## src/rtl/memory_stage.sv

```systemverilog
// Memory-access stage: byte/halfword/word loads and stores over a
// single-outstanding req/ready port, producing a registered writeback bundle.
module memory_stage (
    input  logic        clk,
    input  logic        rst_n,
    input  logic        in_valid,
    output logic        in_ready,
    input  logic [13:0] control_word_ex,
    input  logic [31:0] ALU_result,
    input  logic [31:0] calculated_adr,
    input  logic [31:0] regfileb_ex,
    output logic        dmem_req,
    output logic        dmem_we,
    output logic [31:0] dmem_addr,
    output logic [3:0]  dmem_wstrb,
    output logic [31:0] dmem_wdata,
    input  logic        dmem_ready,
    input  logic [31:0] dmem_rdata,
    output logic        out_valid,
    output logic [31:0] wb_data,
    output logic [4:0]  rd_out,
    output logic        rf_wb_out,
    output logic        mem_exc
);

    localparam int unsigned XLEN = 32;

    typedef enum logic {S_IDLE, S_ACCESS} state_t;

    state_t            state_q;
    logic              we_q, is_load_q, rf_wb_q;
    logic [XLEN-1:0]   addr_q, wdata_q, alu_q;
    logic [3:0]        wstrb_q;
    logic [2:0]        funct3_q;
    logic [4:0]        rd_q;
    logic              out_valid_q, rf_wb_out_q, mem_exc_q;
    logic [XLEN-1:0]   wb_data_q;
    logic [4:0]        rd_out_q;

    // Control word fields
    logic       rf_wb_c, mem_we_c;
    logic [1:0] wb_src_c;
    logic [4:0] rd_c;
    logic [2:0] funct3_c;
    logic [1:0] lane_c;
    logic       unused_ctrl_c;

    assign rf_wb_c       = control_word_ex[12];
    assign mem_we_c      = control_word_ex[11];
    assign wb_src_c      = control_word_ex[10:9];
    assign rd_c          = control_word_ex[7:3];
    assign funct3_c      = control_word_ex[2:0];
    assign lane_c        = calculated_adr[1:0];
    assign unused_ctrl_c = control_word_ex[13] ^ control_word_ex[8];

    logic            is_load_c, is_store_c, is_mem_c, illegal_c, misaligned_c, exc_c;
    logic [3:0]      wstrb_c;
    logic [XLEN-1:0] wdata_c;

    // Classify the incoming op and form store lanes
    always_comb begin
        is_store_c   = mem_we_c;
        is_load_c    = (wb_src_c == 2'b01) && !mem_we_c;
        is_mem_c     = is_load_c || is_store_c;
        illegal_c    = 1'b0;
        misaligned_c = 1'b0;
        wstrb_c      = 4'b0000;
        wdata_c      = regfileb_ex;
        if (is_store_c) begin
            illegal_c = !(funct3_c == 3'b000 || funct3_c == 3'b001 || funct3_c == 3'b010);
        end else if (is_load_c) begin
            illegal_c = !(funct3_c == 3'b000 || funct3_c == 3'b001 || funct3_c == 3'b010 ||
                          funct3_c == 3'b100 || funct3_c == 3'b101);
        end
        case (funct3_c[1:0])
            2'b01:   misaligned_c = lane_c[0];
            2'b10:   misaligned_c = (lane_c != 2'b00);
            default: misaligned_c = 1'b0;
        endcase
        case (funct3_c[1:0])
            2'b00: begin
                wstrb_c = 4'b0001 << lane_c;
                wdata_c = {4{regfileb_ex[7:0]}};
            end
            2'b01: begin
                wstrb_c = 4'b0011 << lane_c;
                wdata_c = {2{regfileb_ex[15:0]}};
            end
            default: begin
                wstrb_c = 4'b1111;
                wdata_c = regfileb_ex;
            end
        endcase
        if (!is_store_c) wstrb_c = 4'b0000;
        exc_c = is_mem_c && (illegal_c || misaligned_c);
    end

    logic [7:0]      byte_c;
    logic [15:0]     half_c;
    logic [XLEN-1:0] load_data_c;

    // Extract and extend load data from the returned word
    always_comb begin
        byte_c = 8'(dmem_rdata >> {addr_q[1:0], 3'b000});
        half_c = addr_q[1] ? dmem_rdata[31:16] : dmem_rdata[15:0];
        case (funct3_q)
            3'b000:  load_data_c = {{24{byte_c[7]}}, byte_c};
            3'b001:  load_data_c = {{16{half_c[15]}}, half_c};
            3'b100:  load_data_c = {24'd0, byte_c};
            3'b101:  load_data_c = {16'd0, half_c};
            default: load_data_c = dmem_rdata;
        endcase
    end

    // Stage FSM with latched access and registered writeback bundle
    always_ff @(posedge clk or negedge rst_n) begin
        if (!rst_n) begin
            state_q     <= S_IDLE;
            we_q        <= 1'b0;
            is_load_q   <= 1'b0;
            rf_wb_q     <= 1'b0;
            addr_q      <= '0;
            wdata_q     <= '0;
            alu_q       <= '0;
            wstrb_q     <= 4'b0000;
            funct3_q    <= 3'b000;
            rd_q        <= 5'd0;
            out_valid_q <= 1'b0;
            rf_wb_out_q <= 1'b0;
            mem_exc_q   <= 1'b0;
            wb_data_q   <= '0;
            rd_out_q    <= 5'd0;
        end else begin
            out_valid_q <= 1'b0;
            mem_exc_q   <= 1'b0;
            case (state_q)
                S_IDLE: begin
                    if (in_valid) begin
                        if (is_mem_c && !exc_c) begin
                            state_q   <= S_ACCESS;
                            we_q      <= is_store_c;
                            is_load_q <= is_load_c;
                            rf_wb_q   <= rf_wb_c;
                            addr_q    <= calculated_adr;
                            wdata_q   <= wdata_c;
                            wstrb_q   <= wstrb_c;
                            alu_q     <= ALU_result;
                            funct3_q  <= funct3_c;
                            rd_q      <= rd_c;
                        end else begin
                            out_valid_q <= 1'b1;
                            mem_exc_q   <= exc_c;
                            wb_data_q   <= ALU_result;
                            rd_out_q    <= rd_c;
                            rf_wb_out_q <= rf_wb_c && !exc_c;
                        end
                    end
                end
                S_ACCESS: begin
                    if (dmem_ready) begin
                        state_q     <= S_IDLE;
                        out_valid_q <= 1'b1;
                        wb_data_q   <= is_load_q ? load_data_c : alu_q;
                        rd_out_q    <= rd_q;
                        rf_wb_out_q <= rf_wb_q;
                    end
                end
                default: state_q <= S_IDLE;
            endcase
        end
    end

    assign in_ready   = (state_q == S_IDLE);
    assign dmem_req   = (state_q == S_ACCESS);
    assign dmem_we    = we_q;
    assign dmem_addr  = {addr_q[31:2], 2'b00};
    assign dmem_wstrb = wstrb_q;
    assign dmem_wdata = wdata_q;
    assign out_valid  = out_valid_q;
    assign wb_data    = wb_data_q;
    assign rd_out     = rd_out_q;
    assign rf_wb_out  = rf_wb_out_q;
    assign mem_exc    = mem_exc_q;

endmodule

```

## config.mk

```make
export PLATFORM = sky130hd
export DESIGN_NAME = memory_stage
export DESIGN_NICKNAME = d
export VERILOG_FILES = /design/src/rtl/memory_stage.sv
export SDC_FILE = /design/constraint.sdc
export NUM_CORES = 1
export LEC_CHECK = 0
export BUFFER_PORTS_ARGS = -buffer_cell sky130_fd_sc_hd__buf_2
export CAP_MARGIN = 20
export CORE_ASPECT_RATIO = 0.6
export CORE_MARGIN = 2
export CORE_UTILIZATION = 46
export CTS_BUF_LIST = sky130_fd_sc_hd__clkbuf_16
export DETAILED_ROUTE_END_ITERATION = 8
export HOLD_SLACK_MARGIN = 0.15
export PLACE_DENSITY = 0.86
export SLEW_MARGIN = 20
export SYNTH_ARGS = -nofsm -noshare
export SYNTH_HDL_FRONTEND = slang
export SYNTH_SLANG_ARGS = --single-unit
```

## constraint.sdc

```tcl
create_clock -name clk -period 1.84 [get_ports clk]
set_input_delay 0.276 -clock clk [delete_from_list [all_inputs] [get_ports clk]]
set_output_delay 0.276 -clock clk [all_outputs]
set_load 0.02 [all_outputs]
```

Word level (Yosys, flattened, before mapping)
Index checks and enable logic that the tools add are counted.
- flip-flop bits (word level): 152
- input bits: 146
- logic and storage cells: 84
- eq/ne operators: 13
- shift-type cells: 3
- multiplexer cells: 32
- bitwise logic cells: 1
- reduce and logical (&&, ||, !) cells: 20
- operators by type and width (kind ; count):
    $mux 32 ; 4
    $pmux 32 s2 ; 2
    $pmux 32 s4 ; 1
    $shr 32x5->8 ; 1
    $mux 16 ; 1
    $mux 5 ; 3
    $mux 1 ; 14
    $eq 3x3->1 const B ; 4
    $pmux 5 s2 ; 1
    $pmux 1 s2 ; 4
    $pmux 4 s2 ; 1
    $eq 3x1->1 const B ; 2
    $logic_not 3->1 ; 2
    $logic_or 1x1->1 ; 6
    $ne 2x2->1 const B ; 3
    $reduce_and 3->1 ; 2
    $eq 2x1->1 const B ; 2
    $logic_and 1x1->1 ; 4
    $logic_not 1->1 ; 4
    $mux 4 ; 1
    $shl 1x2->4 const A ; 1
    $shl 2x2->4 const A ; 1
    $eq 3x2->1 const B ; 1
    $eq 2x2->1 const B ; 1
    3 further kinds ; 3

Longest topological paths before layout
- depth after elaboration: 15
- gate-level depth with buffers: 11

Worst setup path before layout
Ideal clock, no wire load.
- path kind: input port to flip-flop
- start: input control_word_ex[1]
- end: register wstrb_q[0] (netlist: dmem_wstrb[0])
- library setup time: 0.121 ns
- arrival time: 2.313 ns
- required time: 1.719 ns
- slack: -0.594 ns
- cell stages on the path: 8
- buffers on the path: 3
- path through: clkbuf_1 inv_1 ha_1 a21boi_2 or4_1 clkbuf_1 buf_2 a22o_1
- longest elaborated chain between the ends: 13
- elaborated cells between the ends (all ways): 24
- classes of those cells: eq/ne (6); mux (5); reduce/logical (13)
- ends and longest elaborated chain (item ; line ; RTL):
    from (decl) ; 8 ; input logic [13:0] control_word_ex,
    $eq 3x1->1 / $logic_not 3->1 (equally long branches) ; 70, 72 ;
    $logic_or 1x1->1 (2 in series) ; 70, 72 ;
    $logic_or 1x1->1 ; 72 ; illegal_c = !(funct3_c == 3'b000 || funct3_c == 3'b001 || funct3_c == 3'b010 ||
    $logic_or 1x1->1 ; 73 ; funct3_c == 3'b100 || funct3_c == 3'b101);
    $logic_not 1->1 ; 72 ;
    $mux 1 ; 71 ; end else if (is_load_c) begin
    $mux 1 ; 69 ; if (is_store_c) begin
    $logic_or 1x1->1 ; 95 ; exc_c = is_mem_c && (illegal_c || misaligned_c);
    $logic_and 1x1->1 ; 95 ;
    $logic_not 1->1 ; 139 ; if (is_mem_c && !exc_c) begin
    $logic_and 1x1->1 ; 139 ;
    $reduce_and 3->1 (no source line) ; - ;
    to (signal assigned) ; 146 ; wstrb_q <= wstrb_c;
    to (decl) ; 33 ; logic [3:0] wstrb_q;
Several ways; a longest one is shown, not always the timed one.
A chain may end at the register's enable or synchronous reset.

Worst setup path after layout
- start: register addr_q[0]
- end: register wb_data_q[7] (netlist: wb_data[7])
- longest elaborated chain between the ends: 5
- ends and longest elaborated chain (item ; line ; RTL):
    from (decl) ; 32 ; logic [XLEN-1:0] addr_q, wdata_q, alu_q;
    from (signal assigned) ; 144 ; addr_q <= calculated_adr;
    $shr 32x5->8 ; 104 ; byte_c = 8'(dmem_rdata >> {addr_q[1:0], 3'b000});
    $pmux 32 s4 ; 106 ; case (funct3_q)
    $mux 32 ; 163 ; wb_data_q <= is_load_q ? load_data_c : alu_q;
    $mux 32 ; 160 ; if (dmem_ready) begin
    $pmux 32 s2 ; 136 ; case (state_q)
    to (signal assigned) ; 153 ; wb_data_q <= ALU_result;
    to (signal assigned) ; 163 ;
    to (decl) ; 37 ; logic [XLEN-1:0] wb_data_q;
No other way between the ends. The select of a mux whose other input is x is not followed.

==> results.yml <==
global_routing:
  overflow: 0
  grtUsageTotal_pct: 28.72
  grt_first_pass_wirelength_mm: 39.88
  antenna_found_initial: 2
  grt_pass1_vias: 7613
  grt_max_degree: 45
die:
  row_count: 36
  dieArea_mm2: 0.01758
  fp.dieH_um: 103.5
  core-area_mm2: 0.01617
  start_util_pct: 46.94
  die_w_um: 169.8
  ios: 257
placed_design:
  numPortBuffers: 252
  post-dp-hpwl_mm: 17.49
  gp_congestion: 0.9449
worst_setup_path:
  critPathKind: "flip-flop to flip-flop"
  worstReg2RegStart: "addr_q[0]"
  cp_data_required_time_ps: 2200
  arrival_ps: 2160
  ff2ff_setup_slack_ps: 40
  path_max_fanout: 4
  crit_path_end: "wb_data[7]"
  cp-start-kind: "flip-flop"
  reg2reg_to: "wb_data[7]"
  r2r_cells: 6
  end_kind: "flip-flop"
  worstSetupStartpoint: "addr_q[0]"
sta:
  fin_crit_ps: 1805
  maxSlewHeadroom_pct: 60.46
  fmax_mhz: 554.0
  holdWs_ps: 172.6
  min_period_over_period_pct: 98.09
  skew_ps: 15.79
  rsz0062_at_grt: "yes"
  finalMaxSlewViolations: 0
  setup_viol_count_final: 0
  tightest_slew_ps: 593.1
  final-hold-violation-count: 0
clock_network:
  clkSlewWorstSetupHoldPaths_ps: 70
  cts_max_path_buffers: 2
  cts.sinks: 152
  tritoncts.num_buffers: 17
  h-tree-depth: 4
  clock_latency_ps: 420
  clock-root-buffer: "clkbuf_16"
  tritoncts: "yes"
detailed_routing:
  drc: 0
  wl_per_cell_um: 18.63
  wl_mm: 26.51
  drtAntennaViolNets: 0
  drt_iter0_drc: 739
  vias: 7902
  dr.pass1.iters: 7
  vias_per_cell: 5.553
synth:
  ys_seq_area_share_pct: 50.11
  yosys_warnings: 0
  synth-edff-count: 0
  synth_seq_cells: 152
  syn_avg_cell_area_um2: 8.952
  synthCells: 848
  synth_ff_type: "dfrtp_1"
  synth_cell_type_count: 53
  synthArstFlopShare_pct: 100.0
  syn_area_mm2: 0.007591
layout:
  drive_gt1_share_pct: 32.84
  syn2layout_area_growth_pct: 46.05
  finalNetCount: 1348
pwr:
  p_int_mw: 8.228
  combPwrFrac_pct: 36.3
  pwr-share-clk_pct: 26.8
  power_density_mw_per_mm2: 1206
  ir_worst_vdd_mv: 0.6271
  p_switching_mw: 5.137
  p_leak_nw: 5.519
  switching_share_pct: 38.43
  power_mw: 13.37
  p_seq_share_pct: 36.9
status:
  status: "finished, final reports clean"
worst_hold_path:
  hold_path.class: "input port to flip-flop"
run:
  maxCapViolations: 0
## state kept, by name, summed over array words and instances, names as in the netlist
| name | count |
|---|---|
| rf_wb_q | 1 |
| out_valid | 1 |
| rd_out | 5 |
| mem_exc | 1 |
| dmem_wdata | 32 |
| rd_q | 5 |
| alu_q | 32 |
| dmem_wstrb | 4 |
| funct3_q | 3 |
| addr_q | 32 |
| wb_data | 32 |
| dmem_we | 1 |
| rf_wb_out | 1 |
| is_load_q | 1 |
| dmem_req | 1 |
## how the worst min path moves through the flow
| stage | startpoint | end | slack [ps] | cells after the start |
|---|---|---|---|---|
| 5_1_grt | regfileb_ex[22] | dmem_wdata[22] | 180 | 3 |
| 3_3_place_gp | rst_n | wb_data[11] | 200 | 1 |
| 4_1_cts | regfileb_ex[17] | dmem_wdata[17] | 150 | 3 |
| 6_report | regfileb_ex[9] | dmem_wdata[9] | 170 | 3 |
| 3_5_place_dp | rst_n | wb_data[11] | 200 | 1 |
| 2_1_floorplan | rst_n | addr_q[0] | -20 | 0 |
## area by class of cell
class	instances	area [um^2]
Tap cell	209	261.5
Inverter	10	50.05
Multi-Input combinational cell	597	3352
Fill cell	1208	5084
Antenna cell	2	5.005
Timing Repair Buffer	421	3022
Sequential cell	152	3805
Clock inverter	15	166.4
Clock buffer	17	425.4
## cells in the final DEF (no fill, tap or decap), types with 6 or more instances in the layout
cell,count
nand3_1,12
nand3b_1,16
nor2_1,33
a21oi_1,16
buf_2,250
a22oi_1,15
o31ai_1,6
clkbuf_16,23
o21ai_1,7
nand2_1,296
dlygate4sd3_1,95
nand4b_1,6
a22o_1,6
mux2i_1,19
buf_4,55
o21ai_0,46
inv_1,6
a31oi_1,10
o211ai_1,16
o2111ai_1,6
buf_12,10
a221oi_2,9
dfrtp_1,151
a311oi_1,7
o221ai_1,7
mux2_1,6
## critical path: stages (launching register included)
cell	delay, ps
dfrtp_1	420
mux2_2	270
buf_4	120
nor2_1	40
or4_1	530
a211oi_2	260
a21o_1	110
## cell families (layout without fill, tap and decap cells)
family,after synthesis,in the layout,share of synthesized area [%]
AOI/OAI and AO/OA,172,172,16.12
and+or+nand+nor,390,390,21.66
muxes,30,30,4.121
buffers and inverters,100,463,7.450
adders and majority gates,3,3,0.4945
DFF,152,152,50.11
other,1,4,0.04940
## power by group through the flow
| stage | combinational [mW] | clock (mW) | sequential (mW) |
|---|---|---|---|
| after floorplan | 2.33 | 0 | 5.46 |
| after global routing | 5.22 | 3.79 | 5.05 |
| after CTS | 4.58 | 3.62 | 4.91 |
| final | 4.85 | 3.58 | 4.94 |
| after detailed placement | 4.40 | 0 | 4.95 |
| after global placement | 4.27 | 0 | 4.92 |
## stage by stage
stage / TNS, ps / util, % / worst slack, ps / instance area (um^2) / instances
floorplan: -9932 / - / -117.8 / 7682 / 849
global placement: -23210 / 57.09 / -230.3 / 9231 / 1284
detailed placement: -31440 / 57.09 / -315.4 / 9231 / 1284
CTS: 0 / 66.70 / 5.802 / 10790 / 1411
global route: -135.3 / 68.55 / -35.37 / 11080 / 1422
finish: 0 / 68.56 / 35.09 / 11090 / 1423
## Yosys cell counts, drive strengths merged, types with 2 or more instances
| library cell | instances | area, um^2 |
|---|---|---|
| nor2 | 34 | 127.6 |
| nand3 | 12 | 60.06 |
| or4 | 2 | 15.01 |
| o221ai | 7 | 61.31 |
| nor2b | 4 | 25.02 |
| dfrtp | 152 | 3804 |
| buf | 53 | 387.9 |
| nand3b | 16 | 120.1 |
| a21oi | 19 | 95.09 |
| o2111ai | 6 | 52.55 |
| o21ai | 53 | 265.3 |
| mux2i | 20 | 200.2 |
| a311oi | 7 | 61.31 |
| nand4b | 6 | 52.55 |
| o22ai | 4 | 25.02 |
| inv | 10 | 37.53 |
| a221oi | 9 | 128.9 |
| a22oi | 16 | 120.1 |
| o31ai | 8 | 65.06 |
| a31oi | 10 | 62.56 |
| nand2 | 296 | 1111 |
| o211ai | 16 | 120.1 |
| a22o | 7 | 61.31 |
| nand2b | 5 | 31.28 |
| nor4 | 2 | 18.77 |
| clkbuf | 37 | 140.1 |
| a211oi | 3 | 22.52 |
| mux2 | 10 | 112.6 |
| ha | 3 | 37.54 |
| nor3 | 7 | 35.03 |
| a21o | 2 | 15.01 |
## routing by layer
layer	GRT usage, %	wire (um)
met1	40.55	11350
met2	43.09	11730
met3	8.445	2898
met4	8.242	529
met5	0	0
## what timing repair did
item,CTS,global route
setup endpoints to repair,19,62
hold buffers,95,0
resized for setup,2,25
pin swaps,0,3
buffers inserted,0,4
endpoints found under the hold margin,222,0
cloned,0,6
(Power assumes the default switching activity.)
